===== src/rtl/interp_pkg.sv =====
// Shared definitions for the interpolator sample mux/demux pair.
package interp_pkg;

  localparam int unsigned DATA_WIDTH_DEF = 10;
  localparam int unsigned FRAME_COUNT_W  = 16;

  // Fill/hold sequencing of the 1:3 demux.
  typedef enum logic [1:0] {
    FILL0 = 2'd0,
    FILL1 = 2'd1,
    FILL2 = 2'd2,
    HOLD  = 2'd3
  } demux_state_t;

  // Slot-select encoding {c1,c0}, as consumed by the 3:1 mux.
  localparam logic [1:0] SEL_SLOT0 = 2'b00;
  localparam logic [1:0] SEL_SLOT1 = 2'b10;
  localparam logic [1:0] SEL_SLOT2 = 2'b11;

endpackage


===== src/rtl/demux_slot_reg.sv =====
// One frame slot: sample register with write enable.
module demux_slot_reg
  import interp_pkg::*;
#(
  parameter int unsigned DATA_WIDTH = DATA_WIDTH_DEF
) (
  input  logic                  clk,
  input  logic                  rst,
  input  logic                  we,
  input  logic [DATA_WIDTH-1:0] d,
  output logic [DATA_WIDTH-1:0] q
);

  // Capture the sample only when this slot is written.
  always_ff @(posedge clk or posedge rst) begin
    if (rst) begin
      q <= '0;
    end else if (we) begin
      q <= d;
    end
  end

endmodule


===== src/rtl/demux1x3_sequencial.sv =====
// Registered 1:3 demux: packs three consecutive samples into one frame.
module demux1x3_sequencial
  import interp_pkg::*;
#(
  parameter int unsigned DATA_WIDTH = DATA_WIDTH_DEF
) (
  input  logic                     clk,
  input  logic                     rst,
  input  logic                     clear,
  input  logic                     in_valid,
  input  logic [DATA_WIDTH-1:0]    in_data,
  output logic                     in_ready,
  output logic                     out_valid,
  input  logic                     out_ready,
  output logic [DATA_WIDTH-1:0]    dout_0,
  output logic [DATA_WIDTH-1:0]    dout_1,
  output logic [DATA_WIDTH-1:0]    dout_2,
  output logic                     c1,
  output logic                     c0,
  output logic [FRAME_COUNT_W-1:0] frame_count
);

  demux_state_t state;
  demux_state_t state_nxt;
  logic [2:0]   slot_we;
  logic         frame_take;
  logic         accept;
  logic [1:0]   sel;

  // State register.
  always_ff @(posedge clk or posedge rst) begin
    if (rst) begin
      state <= FILL0;
    end else begin
      state <= state_nxt;
    end
  end

  // Ready is held low in reset; in HOLD it follows the consumer so a new frame can start on the drain cycle.
  always_comb begin
    in_ready = 1'b0;
    if (!rst) begin
      in_ready = (state != HOLD) || out_ready;
    end
  end

  assign accept    = in_valid && in_ready;
  assign out_valid = (state == HOLD);

  // Next state, slot write enables and frame consume; clear overrides everything.
  always_comb begin
    state_nxt  = state;
    slot_we    = 3'b000;
    frame_take = 1'b0;
    if (clear) begin
      state_nxt = FILL0;
    end else begin
      case (state)
        FILL0: if (accept) begin
          slot_we   = 3'b001;
          state_nxt = FILL1;
        end
        FILL1: if (accept) begin
          slot_we   = 3'b010;
          state_nxt = FILL2;
        end
        FILL2: if (accept) begin
          slot_we   = 3'b100;
          state_nxt = HOLD;
        end
        HOLD: if (out_ready) begin
          frame_take = 1'b1;
          if (accept) begin
            slot_we   = 3'b001;
            state_nxt = FILL1;
          end else begin
            state_nxt = FILL0;
          end
        end
        default: state_nxt = FILL0;
      endcase
    end
  end

  // Slot select decoded from the state register only.
  always_comb begin
    sel = SEL_SLOT0;
    case (state)
      FILL1:   sel = SEL_SLOT1;
      FILL2:   sel = SEL_SLOT2;
      default: sel = SEL_SLOT0;
    endcase
  end

  assign c1 = sel[1];
  assign c0 = sel[0];

  // Consumed-frame counter, wraps naturally.
  always_ff @(posedge clk or posedge rst) begin
    if (rst) begin
      frame_count <= '0;
    end else if (frame_take) begin
      frame_count <= frame_count + FRAME_COUNT_W'(1);
    end
  end

  demux_slot_reg #(.DATA_WIDTH(DATA_WIDTH)) u_slot0 (
    .clk (clk), .rst (rst), .we (slot_we[0]), .d (in_data), .q (dout_0)
  );

  demux_slot_reg #(.DATA_WIDTH(DATA_WIDTH)) u_slot1 (
    .clk (clk), .rst (rst), .we (slot_we[1]), .d (in_data), .q (dout_1)
  );

  demux_slot_reg #(.DATA_WIDTH(DATA_WIDTH)) u_slot2 (
    .clk (clk), .rst (rst), .we (slot_we[2]), .d (in_data), .q (dout_2)
  );

endmodule


===== config.mk =====
export PLATFORM = sky130hd
export DESIGN_NAME = demux1x3_sequencial
export DESIGN_NICKNAME = d
export VERILOG_FILES = /design/src/rtl/interp_pkg.sv /design/src/rtl/demux_slot_reg.sv /design/src/rtl/demux1x3_sequencial.sv
export SDC_FILE = /design/constraint.sdc
export NUM_CORES = 1
export LEC_CHECK = 0
export ABC_AREA = 1
export BUFFER_PORTS_ARGS = -buffer_cell sky130_fd_sc_hd__buf_4
export CAP_MARGIN = 20
export CORE_MARGIN = 2
export CORE_UTILIZATION = 50
export DETAILED_ROUTE_END_ITERATION = 16
export PLACE_DENSITY = 0.86
export SYNTH_ARGS = -nofsm -noshare
export SYNTH_HDL_FRONTEND = slang
export SYNTH_SLANG_ARGS = --single-unit

===== constraint.sdc =====
create_clock -name clk -period 1.6 [get_ports clk]
set_input_delay 0.08 -clock clk [delete_from_list [all_inputs] [get_ports clk]]
set_output_delay 0.08 -clock clk [all_outputs]
set_load 0.03 [all_outputs]

After elaboration in Yosys (flattened, before gate mapping)
Cells that the tools add are included.

storage, ports and cells
  flip-flop bits (word level) = 48
  word-level logic and storage cells = 36

cells by class
  $add $sub $neg = 1
  mux-type cells = 18
  equality and inequality tests = 8
  reduce and logical (&&, ||, !) cells = 4

operators with widths
  operator                                                number
  adder 16 x 1 -> 16 bit (second input constant)          1
  2-to-1 mux 2 bit                                        6
  one-hot mux 3 bit (4 select lines)                      1
  inequality test 3 bit (second input constant)           3
  one-hot mux 2 bit (4 select lines)                      1
  2-to-1 mux 1 bit                                        7
  2-to-1 mux 3 bit                                        2
  == test 2 bit (second input constant)                   2
  one-hot mux 2 bit (2 select lines)                      1
  AND reduction 4 bit                                     1
  inequality test 3 x 2 -> 1 bit (second input constant)  1
  == test 2 x 1 -> 1 bit (second input constant)          1
  zero test 2 bit                                         1
  inequality test 2 bit (second input constant)           1
  logical AND 1 bit                                       1
  logical OR 1 bit                                        1

Depth between registers and ports, before layout
  word-level depth = 8
  depth in mapped cells = 8
  mapped depth without buffers = 8

Hierarchy
A second synthesis with hierarchy kept.

second synthesis, totals
  cells, all modules = 257
  area, all modules = 2244.7 µm²

modules (own cells, without submodules)
  module               cells each  instances  area an instance (µm²)  sequential area each (µm²)
  demux_slot_reg       43          3          381.6                   250.2
  demux1x3_sequencial  128         1          1099.8                  450.4

Worst setup path after synthesis
OpenSTA, ideal clock, no wires.

  path kind = in2reg
  start point = in rst
  end point = reg u_slot0.q[1]
  path slack = -0.402 ns
  stages = 5
  arrival time = 1.879 ns
  cell sequence = inv_1 nand3_4 buf_2 o21ai_0 nand2_1

between the ends
  word-level cells in the longest chain between the ends = 6

RTL lines
  what                                    RTL line                                              text
  start, declared                         demux1x3_sequencial.sv:8                              input logic rst,
  2-to-1 mux 1 bit (*)                    demux1x3_sequencial.sv:42                             if (!rst) begin
  logical AND 1 bit (*)                   demux1x3_sequencial.sv:47                             assign accept = in_valid && in_ready;
  2-to-1 mux 1 bit (*)                    demux1x3_sequencial.sv:59, demux1x3_sequencial.sv:73
  2-to-1 mux 1 bit                        demux1x3_sequencial.sv:71                             HOLD: if (out_ready) begin
  one-hot mux 3 bit (4 select lines) (*)  demux1x3_sequencial.sv:58                             case (state)
  2-to-1 mux 3 bit (*)                    demux1x3_sequencial.sv:55                             if (clear) begin
  end signal, assigned                    demux_slot_reg.sv:17                                  q <= '0;
  end signal, assigned                    demux_slot_reg.sv:19                                  q <= d;
  end, declared                           demux_slot_reg.sv:11                                  output logic [DATA_WIDTH-1:0] q

Mark *: on every way between the ends. The rest lies on a longest branch, timed or not.
A chain may end at the register's enable or synchronous reset.

Final worst setup path
  start point = reg state[0]
  end point = reg u_slot0.q[6]

between the ends
  word-level cells in the longest chain between the ends = 8
  elaborated cells between the ends (all ways) = 12
  those cells by class = eq/ne (4); mux (5); reduce/logical (3)

RTL lines
  what                                    RTL line                                              text
  start, declared                         demux1x3_sequencial.sv:23                             demux_state_t state;
  start signal, assigned                  demux1x3_sequencial.sv:35                             state <= state_nxt;
  inequality test 2 bit                   demux1x3_sequencial.sv:43                             in_ready = (state != HOLD) || out_ready;
  logical OR 1 bit                        demux1x3_sequencial.sv:43
  2-to-1 mux 1 bit                        demux1x3_sequencial.sv:42
  logical AND 1 bit                       demux1x3_sequencial.sv:47
  2-to-1 mux 1 bit                        demux1x3_sequencial.sv:59, demux1x3_sequencial.sv:73
  2-to-1 mux 1 bit                        demux1x3_sequencial.sv:71
  one-hot mux 3 bit (4 select lines) (*)  demux1x3_sequencial.sv:58
  2-to-1 mux 3 bit (*)                    demux1x3_sequencial.sv:55

Marked as above.

==> metrics.txt <==
# TYPE chip_impl_metric gauge
chip_impl_metric{name="post_synth_num_cell_types",unit=""} 25
chip_impl_metric{name="ys_warn_count",unit=""} 0
chip_impl_info{name="cts_tree",value="done"} 1
chip_impl_metric{name="post-route-worst-setup-slack",unit="ns"} 0.06139
chip_impl_metric{name="portBuffers",unit=""} 64
chip_impl_metric{name="synth_top_area_share",unit="%"} 52.20
chip_impl_metric{name="grt_use_met3",unit="%"} 4.219
chip_impl_metric{name="ctsHtreeMaxLevel",unit=""} 2
chip_impl_metric{name="timing_hold_violations_final",unit=""} 0
chip_impl_info{name="worst_setup_sp_type",value="flop"} 1
chip_impl_info{name="mostFrequentLayoutCells",value="nand2_1 (98), buf_4 (78), dfrtp_1 (46)"} 1
chip_impl_metric{name="worst-endpoint-required",unit="ns"} 1.77
chip_impl_metric{name="timing.fmax",unit="MHz"} 649.9
chip_impl_metric{name="post_route_fraction_of_the_period_consumed_by_the_critical_path",unit="%"} 96.16
chip_impl_metric{name="area_of_the_die",unit="um^2"} 5160
chip_impl_metric{name="clock_skew",unit="ns"} 0.009825
chip_impl_metric{name="worst-endpoint-arrival",unit="ns"} 1.71
chip_impl_metric{name="worst-slew-pin-transition",unit="ns"} 0.6084
chip_impl_metric{name="ff2ff_path_depth",unit=""} 8
chip_impl_info{name="top_usage_layer",value="met2"} 1
chip_impl_metric{name="number_of_maximum_capacitance_constraint_violations",unit=""} 0
chip_impl_metric{name="ant_nets",unit=""} 0
chip_impl_metric{name="cts-buffers-inserted",unit=""} 5
chip_impl_metric{name="power-per-cell-area",unit="nW/um^2"} 1524
chip_impl_metric{name="fin_nets",unit=""} 368
chip_impl_metric{name="path_max_fanout",unit=""} 5
chip_impl_metric{name="finalWirelength",unit="um"} 5676
chip_impl_metric{name="worst_slew_margin_rel",unit="%"} 59.44
chip_impl_metric{name="leakagePower",unit="nW"} 1.619
chip_impl_metric{name="cts_max_path_buffers",unit=""} 2
chip_impl_metric{name="dr_total_vias",unit=""} 2060
chip_impl_metric{name="area_growth",unit="%"} 33.66
chip_impl_metric{name="final_cells",unit=""} 400
chip_impl_metric{name="synth_area_per_cell",unit="um^2"} 8.749
chip_impl_info{name="layout_commonest_cell",value="nand2_1"} 1
chip_impl_metric{name="detail_route.wl_per_cell",unit="um"} 14.19
chip_impl_metric{name="floorplan.initialDensity",unit="%"} 52.48
chip_impl_metric{name="grt.met2_usage",unit="%"} 35.39
chip_impl_metric{name="finalSetupViolations",unit=""} 0
chip_impl_metric{name="netlist_area_pre_place",unit="um^2"} 2301
chip_impl_metric{name="yosysSeqAreaShare",unit="%"} 52.20
chip_impl_metric{name="synth_cells",unit=""} 263
chip_impl_metric{name="fp.dieH",unit="um"} 71.84
chip_impl_metric{name="grt_pass1_vias",unit=""} 1874
chip_impl_metric{name="placed_area",unit="um^2"} 2880
chip_impl_metric{name="yosys_register_bits",unit=""} 48
chip_impl_metric{name="post_synth_fa_ha_maj_area_fraction",unit="%"} 3.263
chip_impl_info{name="run_status",value="finished, final reports clean"} 1
chip_impl_metric{name="vdd_ir_drop_max",unit="mV"} 1.144
chip_impl_metric{name="drc_errors",unit=""} 0
chip_impl_metric{name="final_cell_area",unit="um^2"} 3075
chip_impl_metric{name="tritoncts_num_sinks",unit=""} 48
chip_impl_info{name="synth_area_leaders",value="dfrtp_1 (52%), nand2_1 (16%), o21ai_1 (3.9%)"} 1
chip_impl_info{name="class_of_the_tightest_hold_or_removal_check",value="in2async"} 1
chip_impl_info{name="synth_area_leader_cell",value="dfrtp_1"} 1
chip_impl_metric{name="cts.reportedPaths.clkPinSlew",unit="ns"} 0.08
chip_impl_metric{name="drt_pass1_iterations",unit=""} 5
chip_impl_metric{name="synth_simple_gate_area_share",unit="%"} 26.59
chip_impl_metric{name="globalRouteMet1Util",unit="%"} 30.48
chip_impl_metric{name="detailed_place_hpwl",unit="um"} 3915
chip_impl_metric{name="dp_worst_setup_slack",unit="ns"} -0.02943
chip_impl_metric{name="drtIter0Drc",unit=""} 134
chip_impl_metric{name="final_count_of_pins_violating_max_slew",unit=""} 0
chip_impl_metric{name="core-area",unit="um^2"} 4384
chip_impl_info{name="critPathCaptureType",value="flop"} 1
chip_impl_metric{name="clkLatencyLatePin",unit="ns"} 0.30
chip_impl_metric{name="die_w",unit="um"} 71.84
chip_impl_metric{name="setup-tns-final",unit="ns"} 0
chip_impl_metric{name="muxShareOfSynthArea",unit="%"} 0
chip_impl_info{name="clock-root-buffer",value="clkbuf_8"} 1
chip_impl_metric{name="grt_first_pass_wirelength",unit="um"} 8914
chip_impl_info{name="path_class",value="reg2reg"} 1
chip_impl_metric{name="grt_max_degree",unit=""} 49
chip_impl_metric{name="finalCriticalPeriod",unit="ns"} 1.539
chip_impl_metric{name="globalRouteOverflowTotal",unit=""} 0
chip_impl_metric{name="number_of_antenna_violations_at_the_first_check_in_global_routing",unit=""} 0
chip_impl_metric{name="synth_nets",unit=""} 284
chip_impl_metric{name="dp_cells",unit=""} 382
chip_impl_metric{name="worst_hold_slack",unit="ns"} 0.007360
chip_impl_metric{name="vias_per_cell",unit=""} 5.150
chip_impl_metric{name="proportion_of_layout_cells_with_a_drive_suffix_above_1",unit="%"} 31.03
chip_impl_metric{name="synth_xor_area_share",unit="%"} 4.513
chip_impl_metric{name="antennaDiodeCount",unit=""} 0
chip_impl_metric{name="boundaryPins",unit=""} 65
chip_impl_metric{name="row_count",unit=""} 24
chip_impl_metric{name="synth_compound_area_share",unit="%"} 8.265
chip_impl_metric{name="grt_util_overall",unit="%"} 22.19
chip_impl_metric{name="routabilityCongestion",unit=""} 0.8152
chip_impl_info{name="synth_top_family_by_area",value="simple AND/OR/NAND/NOR gates"} 1
==> power breakdown <==
group          internal, mW  total (mW)  switching [mW]  leakage, nW
clock network         0.305       0.713           0.408       0.0479
logic                 0.787        2.16            1.37        0.959
registers              1.56        1.82           0.256        0.612
==> synthesized netlist by cell type <==
cell and instances:
nor2_1 10, xnor2_1 4, nand2_2 1, nand3_4 2, o21ai_1 18, o21ai_0 15
nor2_4 6, buf_1 1, clkbuf_1 1, nand2_1 99, buf_6 2, nand3_1 7
buf_2 2, xor2_1 6, ha_1 6, nor3_1 3, dfrtp_1 48, nand2_4 1
nand3b_1 1, xor2_2 1, a21oi_1 2, inv_1 19, nand4_1 4, inv_2 2
o21bai_1 2
==> area by class of cell <==
cell class,count,area (um^2)
clock buffer,5,68.82
timing repair buffer,83,635.6
fill,340,1309
inverter,21,82.58
clock inverter,3,18.77
multi-input combinational,188,1001
tap,52,65.06
sequential,48,1204
==> layer usage <==
metal	part of all wire, %	wire, um	vias to the layer above
li1	-	-	998
met1	44	2472	973
met2	48	2739	74
met3	5.3	300	15
met4	2.9	164	0
met5	0	0	-
==> registers in the layout, indices dropped and copies added, names as in the netlist <==
register and flops:
u_slot0.q 10, u_slot2.q 10, u_slot1.q 10, state 2, frame_count 16
==> timing repair <==
item | in CTS | in global routing
gates cloned | 0 | 0
endpoints found under the setup margin | 10 | 32
pin swaps | 0 | 1
setup buffers | 0 | 5
hold buffers | 5 | 0
endpoints found under the hold margin | 7 | 0
resized for setup | 1 | 12
==> critical path, cell delays in order (launching register included) <==
cell,delay (ns)
dfrtp_2,0.46
inv_2,0.11
ha_2,0.19
inv_1,0.05
nand2_1,0.06
nand2_1,0.10
buf_4,0.18
o21ai_1,0.17
nand2_1,0.09
==> per-stage QoR <==
stage	util, %	total power, mW
after floorplan	-	3.073
after global placement	65.70	3.850
after detailed placement	65.70	3.895
after CTS	68.89	4.620
after global routing	70.15	4.940
final	70.15	4.687
==> kinds of logic (layout without fill, tap and decap cells) <==
| kind of cell | Yosys count | count (layout) |
|---|---|---|
| AOI/OAI and AO/OA | 37 | 37 |
| xor gates and xnor gates | 11 | 11 |
| adders and majority gates | 6 | 6 |
| buffers and inverters | 27 | 112 |
| DFF | 48 | 48 |
| and+or+nand+nor | 134 | 134 |
==> worst paths after layout <==
kind | startpoint | to | slack (ns)
worst max register to register | state[0]$_DFFE_PP0P_ | u_slot0.q[6]$_DFFE_PP0P_ | 0.06
worst min-delay path | rst | frame_count[2]$_DFFE_PP0P_ | 0.007
worst min register to register | u_slot2.q[4]$_DFFE_PP0P_ | u_slot2.q[4]$_DFFE_PP0P_ | 0.49
max in group asynchronous | rst | state[0]$_DFFE_PP0P_ | 1.15
min in group clk | in_data[5] | u_slot0.q[5]$_DFFE_PP0P_ | 0.01
worst max-delay path | state[0]$_DFFE_PP0P_ | u_slot0.q[6]$_DFFE_PP0P_ | 0.06
No activity file was read; power rests on OpenSTA's default activity.
